[config.mk]
export PLATFORM = sky130hd
export DESIGN_NAME = seg7_scan_capture
export DESIGN_NICKNAME = d
export VERILOG_FILES = /design/src/rtl/seg7_pkg.sv /design/src/rtl/seg7_pattern_decode.sv /design/src/rtl/seg7_scan_capture.sv
export SDC_FILE = /design/constraint.sdc
export NUM_CORES = 1
export LEC_CHECK = 0
export BUFFER_PORTS_ARGS = -buffer_cell sky130_fd_sc_hd__clkbuf_2
export CELL_PAD_IN_SITES_DETAIL_PLACEMENT = 1
export CELL_PAD_IN_SITES_GLOBAL_PLACEMENT = 1
export CORE_MARGIN = 3
export CORE_UTILIZATION = 40
export CTS_CLUSTER_DIAMETER = 40
export DETAILED_ROUTE_END_ITERATION = 16
export PLACE_DENSITY_LB_ADDON = 0.15
export SLEW_MARGIN = 0
export SYNTH_ARGS = -nofsm -noshare
export SYNTH_HDL_FRONTEND = slang
export SYNTH_SLANG_ARGS = --single-unit
[constraint.sdc]
create_clock -name clk -period 4.2 [get_ports clk]
set_input_delay 0.21 -clock clk [delete_from_list [all_inputs] [get_ports clk]]
set_output_delay 0.21 -clock clk [all_outputs]
set_load 0.005 [all_outputs]
[src/rtl/seg7_pkg.sv]
// Shared definitions for the seven-segment display path: segment patterns
// (active-low, bit 0 = a ... bit 6 = g), special codes and capture FSM states.
package seg7_pkg;

    localparam logic [6:0] SEG_0     = 7'b1000000;
    localparam logic [6:0] SEG_1     = 7'b1111001;
    localparam logic [6:0] SEG_2     = 7'b0100100;
    localparam logic [6:0] SEG_3     = 7'b0110000;
    localparam logic [6:0] SEG_4     = 7'b0011001;
    localparam logic [6:0] SEG_5     = 7'b0010010;
    localparam logic [6:0] SEG_6     = 7'b0000010;
    localparam logic [6:0] SEG_7     = 7'b1111000;
    localparam logic [6:0] SEG_8     = 7'b0000000;
    localparam logic [6:0] SEG_9     = 7'b0010000;
    localparam logic [6:0] SEG_A     = 7'b0001000;
    localparam logic [6:0] SEG_B     = 7'b0000011;
    localparam logic [6:0] SEG_C     = 7'b1000110;
    localparam logic [6:0] SEG_D     = 7'b0100001;
    localparam logic [6:0] SEG_BLANK = 7'b1111111;

    localparam logic [3:0] CODE_BLANK = 4'hF;
    localparam logic [3:0] CODE_ERR   = 4'hE;

    typedef enum logic [1:0] {
        IDLE,
        TRACK,
        HELD
    } scan_state_e;

endpackage

[src/rtl/seg7_pattern_decode.sv]
// Combinational inverse of the display encoder: active-low segment pattern to
// 4-bit code; unknown patterns give CODE_ERR with err raised.
module seg7_pattern_decode
    import seg7_pkg::*;
(
    input  logic [6:0] seg_n,
    output logic [3:0] code,
    output logic       err
);

    always_comb begin
        code = CODE_ERR;
        err  = 1'b0;
        case (seg_n)
            SEG_0:     code = 4'h0;
            SEG_1:     code = 4'h1;
            SEG_2:     code = 4'h2;
            SEG_3:     code = 4'h3;
            SEG_4:     code = 4'h4;
            SEG_5:     code = 4'h5;
            SEG_6:     code = 4'h6;
            SEG_7:     code = 4'h7;
            SEG_8:     code = 4'h8;
            SEG_9:     code = 4'h9;
            SEG_A:     code = 4'hA;
            SEG_B:     code = 4'hB;
            SEG_C:     code = 4'hC;
            SEG_D:     code = 4'hD;
            SEG_BLANK: code = CODE_BLANK;
            default:   err  = 1'b1;
        endcase
    end

endmodule

[src/rtl/seg7_scan_capture.sv]
// Recovers per-digit codes from a multiplexed active-low segment bus once a
// sample has been stable long enough. Define SEG7_INPUT_SYNC_EN for async sources.
module seg7_scan_capture
    import seg7_pkg::*;
#(
    parameter  int NUM_DIGITS    = 4,
    parameter  int STABLE_CYCLES = 4,
    localparam int IDX_W         = (NUM_DIGITS > 1) ? $clog2(NUM_DIGITS) : 1
) (
    input  logic                    clk,
    input  logic                    rst_n,
    input  logic [6:0]              seg_n,
    input  logic [NUM_DIGITS-1:0]   dig_sel,
    input  logic                    upd_ready,
    input  logic                    ovr_clr,
    output logic [4*NUM_DIGITS-1:0] digits,
    output logic [NUM_DIGITS-1:0]   digit_err,
    output logic                    upd_valid,
    output logic [IDX_W-1:0]        upd_idx,
    output logic [3:0]              upd_code,
    output logic                    overrun
);

    localparam int SW = NUM_DIGITS + 7;

    logic [6:0]            seg_in;
    logic [NUM_DIGITS-1:0] sel_in;

`ifdef SEG7_INPUT_SYNC_EN
    logic [6:0]            seg_s1, seg_s2;
    logic [NUM_DIGITS-1:0] sel_s1, sel_s2;

    // stage: two-flop synchroniser ahead of the sample register
    always_ff @(posedge clk or negedge rst_n) begin
        if (!rst_n) begin
            seg_s1 <= SEG_BLANK;
            seg_s2 <= SEG_BLANK;
            sel_s1 <= '0;
            sel_s2 <= '0;
        end else begin
            seg_s1 <= seg_n;
            seg_s2 <= seg_s1;
            sel_s1 <= dig_sel;
            sel_s2 <= sel_s1;
        end
    end

    assign seg_in = seg_s2;
    assign sel_in = sel_s2;
`else
    assign seg_in = seg_n;
    assign sel_in = dig_sel;
`endif

    function automatic logic [IDX_W-1:0] sel_to_idx(input logic [NUM_DIGITS-1:0] sel);
        logic [IDX_W-1:0] idx;
        idx = '0;
        for (int i = 0; i < NUM_DIGITS; i++)
            if (sel[i]) idx = IDX_W'(i);
        return idx;
    endfunction

    logic [SW-1:0] samp_p0, samp_p1;
    logic          sel_valid, same;
    logic [3:0]    dec_code;
    logic          dec_err;
    scan_state_e   state_q, state_d;
    logic [7:0]    cnt_q, cnt_d;
    logic          capture;

    assign samp_p0   = {sel_in, seg_in};
    assign sel_valid = (sel_in != '0) && ((sel_in & (sel_in - NUM_DIGITS'(1))) == '0);
    assign same      = (samp_p0 == samp_p1);

    seg7_pattern_decode u_dec (
        .seg_n (seg_in),
        .code  (dec_code),
        .err   (dec_err)
    );

    // Counting is against the incoming sample, so capture lands on the edge
    // that registers the STABLE_CYCLES-th identical sample.
    always_comb begin
        state_d = state_q;
        cnt_d   = cnt_q;
        capture = 1'b0;
        if (!same || state_q == IDLE) begin
            if (sel_valid) begin
                state_d = TRACK;
                cnt_d   = 8'd1;
            end else begin
                state_d = IDLE;
                cnt_d   = '0;
            end
        end else if (state_q == TRACK) begin
            cnt_d = cnt_q + 8'd1;
            if (cnt_d == 8'(STABLE_CYCLES)) begin
                capture = 1'b1;
                state_d = HELD;
            end
        end
    end

    // stage: sample register and window tracking
    always_ff @(posedge clk or negedge rst_n) begin
        if (!rst_n) begin
            samp_p1 <= {{NUM_DIGITS{1'b0}}, SEG_BLANK};
            state_q <= IDLE;
            cnt_q   <= '0;
        end else begin
            samp_p1 <= samp_p0;
            state_q <= state_d;
            cnt_q   <= cnt_d;
        end
    end

    // stage: capture registers and update event
    always_ff @(posedge clk or negedge rst_n) begin
        if (!rst_n) begin
            digits    <= '1;
            digit_err <= '0;
            upd_valid <= 1'b0;
            upd_idx   <= '0;
            upd_code  <= '0;
            overrun   <= 1'b0;
        end else begin
            for (int i = 0; i < NUM_DIGITS; i++) begin
                if (capture && sel_in[i]) begin
                    digits[4*i +: 4] <= dec_code;
                    digit_err[i]     <= dec_err;
                end
            end
            if (capture) begin
                upd_valid <= 1'b1;
                upd_idx   <= sel_to_idx(sel_in);
                upd_code  <= dec_code;
            end else if (upd_valid && upd_ready) begin
                upd_valid <= 1'b0;
            end
            if (capture && upd_valid && !upd_ready)
                overrun <= 1'b1;
            else if (ovr_clr)
                overrun <= 1'b0;
        end
    end

endmodule

# After elaboration in Yosys (flattened, before gate mapping)
# Index checks and enable logic that the tools add are counted.
# totals
reg_bits,49
wordCells,75
# op_classes
n_addsub,2
eq_ne,17
bitwise,1
reduce_logical,21
muxes,19
# ops
op,n
4-bit one-hot mux with 15 select lines,1
"7-bit == test, second input constant",5
"7-bit by 5-bit == test with 1-bit output, second input constant",3
"7-bit by 6-bit == test with 1-bit output, second input constant",3
8-bit two-way mux,2
15-bit OR reduction,1
"7-bit by 2-bit == test with 1-bit output, second input constant",2
11-bit == test,1
1-bit two-way mux,11
2-bit two-way mux,5
"8-bit by 1-bit adder with 8-bit output, second input constant",1
"8-bit by 3-bit == test with 1-bit output, second input constant",1
1-bit logical AND,8
2-bit nonzero test,4
"7-bit by 4-bit == test with 1-bit output, second input constant",1
7-bit zero test,1
4-bit bitwise AND,1
4-bit zero test,1
4-bit nonzero test,1
"4-bit by 1-bit subtractor with 4-bit output, second input constant",1
"2-bit by 1-bit == test with 1-bit output, second input constant",1
1-bit zero test,2
2-bit zero test,1
2-bit AND reduction,1
1-bit logical OR,1

# Depth between registers and ports, before layout
# depth
depth_word,8
mapped_depth,7
ltp_nobuf,5

# Hierarchy
# A second synthesis with hierarchy kept.
# unflattened
hier_cells,212
area_unflattened_um2,2462.4
# by_module_without_submodules
mod,area_each_um2,seq_area_each_um2,instances,cells_each
seg7_scan_capture,2097.0,1255.0,1,153
seg7_pattern_decode,365.4,0.0,1,59

# Worst setup path before layout
# OpenSTA, ideal clock, no wires.
# synth_timing
path_kind,register to register
from,reg samp_p1[6]
to,reg digit_err[0]
stages_incl_launch_ff,6
setup_time_ps,125
period_less_slack_ps,1731
n_path_buf,0
arrival_ps,1606
path_slack_ps,2469
t_required_ps,4075
cell_sequence,dfstp_2 -> xnor2_1 -> o2111ai_1 -> nor3_4 -> nand3_1 -> mux2_2
# synth_between
elab_chain_cells,5
# synth_lines
element,line,rtl
from (decl),seg7_scan_capture.sv:63,"logic [SW-1:0] samp_p0, samp_p1;"
from (signal assigned),seg7_scan_capture.sv:107,"samp_p1 <= {{NUM_DIGITS{1'b0}}, SEG_BLANK};"
from (signal assigned),seg7_scan_capture.sv:111,samp_p1 <= samp_p0;
11-bit == test,seg7_scan_capture.sv:73,assign same = (samp_p0 == samp_p1);
1-bit zero test,seg7_scan_capture.sv:87,if (!same || state_q == IDLE) begin
1-bit logical OR,seg7_scan_capture.sv:87,
1-bit two-way mux,seg7_scan_capture.sv:87,
1-bit logical AND,seg7_scan_capture.sv:128,if (capture && sel_in[i]) begin
"to (signal, indexed assignment)",seg7_scan_capture.sv:130,digit_err[i] <= dec_err;
to (decl),seg7_scan_capture.sv:17,"output logic [NUM_DIGITS-1:0] digit_err,"
# Every way passes these cells.
# A chain may end at the register's enable or synchronous reset.

# Worst setup path in the final report
# layout_timing
from,reg samp_p1[6]
to,reg digit_err[2]
# Same word-level chain as after synthesis.

==> metrics <==
Req. time, crit path=4.38 ns; clock transition at the registers of the reported paths=0.09 ns; Hold Fails Final Rpt=0; Root Buffer=clkbuf_8; status=completed; grt total ovfl=0; Area contributors post-synth=dfrtp_1 (27%), dfstp_2 (25%), mux2_2 (12%); fin crit share=55.5%; initial core utilization=42.7%; antenna cell count=0; die area=0.00707 mm²; GRT Overall Usage=17.0%; complex-gate fraction of the synthesized area=8.52%; Synth top area share=26.7%; Skew-Pair Late Insertion Delay=0.30 ns; adder-cell share of the synthesized area=0.513%; drt drc=0; Avg Cell Area, Syn=11.7 µm²; Fmax=429 MHz; Synth Warn #=0; Clock Sinks=49; DR vias=1,765; final net count=267; Max-cap violations=0; setup bufs post-CTS=0; Netlist cell types=47; pin count of the biggest net entering global routing=43; most frequent cells in the layout=clkbuf_2 (42), mux2_2 (26), dfrtp_1 (26); largest family of logic cells by synthesized area=simple AND/OR/NAND/NOR gates; flop-to-flop setup slack=1.87 ns; Synth Area in XOR/XNOR=7.91%; setup TNS=0 ns; CTS resizes=0; worst ir drop on vdd=152 µV; RSZ-0062 raised after global routing=false; Critical Path End Type=flip-flop; Die W=84.1 µm; final hold slack=0.0962 ns; largest area contributor in the netlist=dfrtp_1; synthesized area=0.00244 mm²; Final Core Density=49.0%; CTS max path bufs=2; dpl ws=1.88 ns; initial detailed-routing violation count=71; slew margin rel.=55.8%; IO Port Bufs=42; area grow syn2layout=14.8%; core area=0.00571 mm²; CTS Hold Buffers Added=1; Antenna Nets Post-Route=0; Ports=43; final wirelength=5590 µm; Site Rows=27; count of pins over their slew limit=0; CP Class=flip-flop to flip-flop; reg2reg start=samp_p1[6]$_DFF_PN1_; CTS tree=built; Seq/Total Area, Yosys=51.5%; cell total after placement=315; Layout Cells excl Fill=324; final worst slack=1.87 ns; WHS Path Cells=2; Syn Inst Count=209; Hold Startpoint=ovr_clr; worst slew pin tran=0.662 ns; crit path launch type=flip-flop; Synthesized Nets=225; Pre-antenna DRT Iters=4; initial antenna violation count=0; first-pass GRT wire length=9610 µm; wire per inst=17.3 µm; Final setup viols=0; share of cells above drive strength 1=42.1%; Die Y=84.1 µm; GPL Wtd Cong=0.832; R2R depth=5; vias per cell=5.45; post-synthesis register bit count=49; vias in the first global route=1,932; Leak=1.28 nW; reg2reg end=digit_err[2]$_DFFE_PN0P_; htree depth=2; Final Skew=0.0107 ns; Final min period=2.33 ns; hold worst-path end=overrun$_DFFE_PN0P_; crit-path max FO=15; worst min path class=input pin to flip-flop; multiplexer share of the synthesized area=13.2%; Simple-Gate Fraction of Synth Area=15.5%; TritonCTS Buffers=5; commonest non-fill, non-tap cell in the layout=clkbuf_2; critical path arrival=2.51 ns; DP HPWL=4090 µm; PwrDens=306 mW/mm²
cell usage after synthesis (all sizes together):
cell type,instances
a32oi,1
o21a,1
buf,7
nand4b,1
o2111a,1
nor3,5
nor2b,2
nand2,10
nor2,6
xnor2,17
and4,1
nor4,6
a22oi,1
or3,1
a22o,1
and3,2
o2111ai,2
o21bai,1
dfstp,23
or4,2
and2,8
nand4,5
inv,4
nand3,8
mux2,26
and4b,1
o211ai,2
xor2,5
mux2i,3
ha,1
a211oi,1
dfrtp,26
or2,2
a311oi,1
clkbuf,2
o22ai,4
a21oi,6
nor3b,2
nand2b,3
o31ai,1
a21o,1
o21ai,6
per-stage QoR:
step	area [µm²]	power, mW
5_1_grt	2800	0.897
3_5_place_dp	2690	0.574
3_3_place_gp	2690	0.573
2_1_floorplan	2440	0.542
4_1_cts	2800	0.869
6_report	2800	0.857
metal layers:
layer  vias to the layer above  part of all wire (%)  GRT usage [%]
met3                         5                   2.9           3.06
met4                         0                   1.1           4.82
met2                        26                    50           30.1
met5                         -                     0              0
met1                       890                    46           21.0
li1                        844                     -              -
worst max-delay path by stage:
| stage | start | end | slack, ns | cells after the start |
|---|---|---|---|---|
| CTS | samp_p1[6]$_DFF_PN1_ | digit_err[2]$_DFFE_PN0P_ | 1.87 | 5 |
| detailed placement | seg_n[1] | digit_err[2]$_DFFE_PN0P_ | 1.88 | 6 |
| global route | samp_p1[6]$_DFF_PN1_ | digit_err[0]$_DFFE_PN0P_ | 1.77 | 5 |
| finish | samp_p1[6]$_DFF_PN1_ | digit_err[2]$_DFFE_PN0P_ | 1.87 | 5 |
| global placement | seg_n[1] | digit_err[2]$_DFFE_PN0P_ | 2.02 | 6 |
| floorplan | samp_p1[6]$_DFF_PN1_ | digit_err[0]$_DFFE_PN0P_ | 2.47 | 5 |
flip-flops by register name, summed over array words and instances (netlist names):
register / count
cnt_q: 8
overrun: 1
upd_valid: 1
upd_code: 4
state_q: 2
digit_err: 4
upd_idx: 2
samp_p1: 11
digits: 16
kinds of logic (layout without fill, tap and decap cells):
kind of cell	Yosys count	after routing
compound gates	30	30
simple gates	65	65
mux	29	29
buf+inv	13	56
fa+ha+maj	1	1
flops	49	49
xor+xnor	22	22
final cells by class:
| class | count | area [µm²] |
|---|---|---|
| tap | 72 | 90.1 |
| timing repair buffer | 44 | 228 |
| clock buffer | 6 | 82.6 |
| clock inverter | 2 | 13.8 |
| inverter | 4 | 15.0 |
| sequential | 49 | 1250 |
| multi-input combinational | 147 | 1110 |
| fill | 632 | 2910 |
worst max-delay path: stages, from the launching register on:
cell and delay [ns]:
dfstp_2 0.53, xnor2_1 0.11, o2111ai_1 0.22, nor3_4 0.63, nand3_1 0.35, mux2_2 0.37
power breakdown:
| group | internal [mW] | total, mW | switching, mW |
|---|---|---|---|
| Sequential | 0.482 | 0.487 | 0.00453 |
| Combinational | 0.0277 | 0.0789 | 0.0512 |
| Clock | 0.134 | 0.291 | 0.158 |
| Total | 0.644 | 0.857 | 0.213 |
No activity file was read; power rests on OpenSTA's default activity.
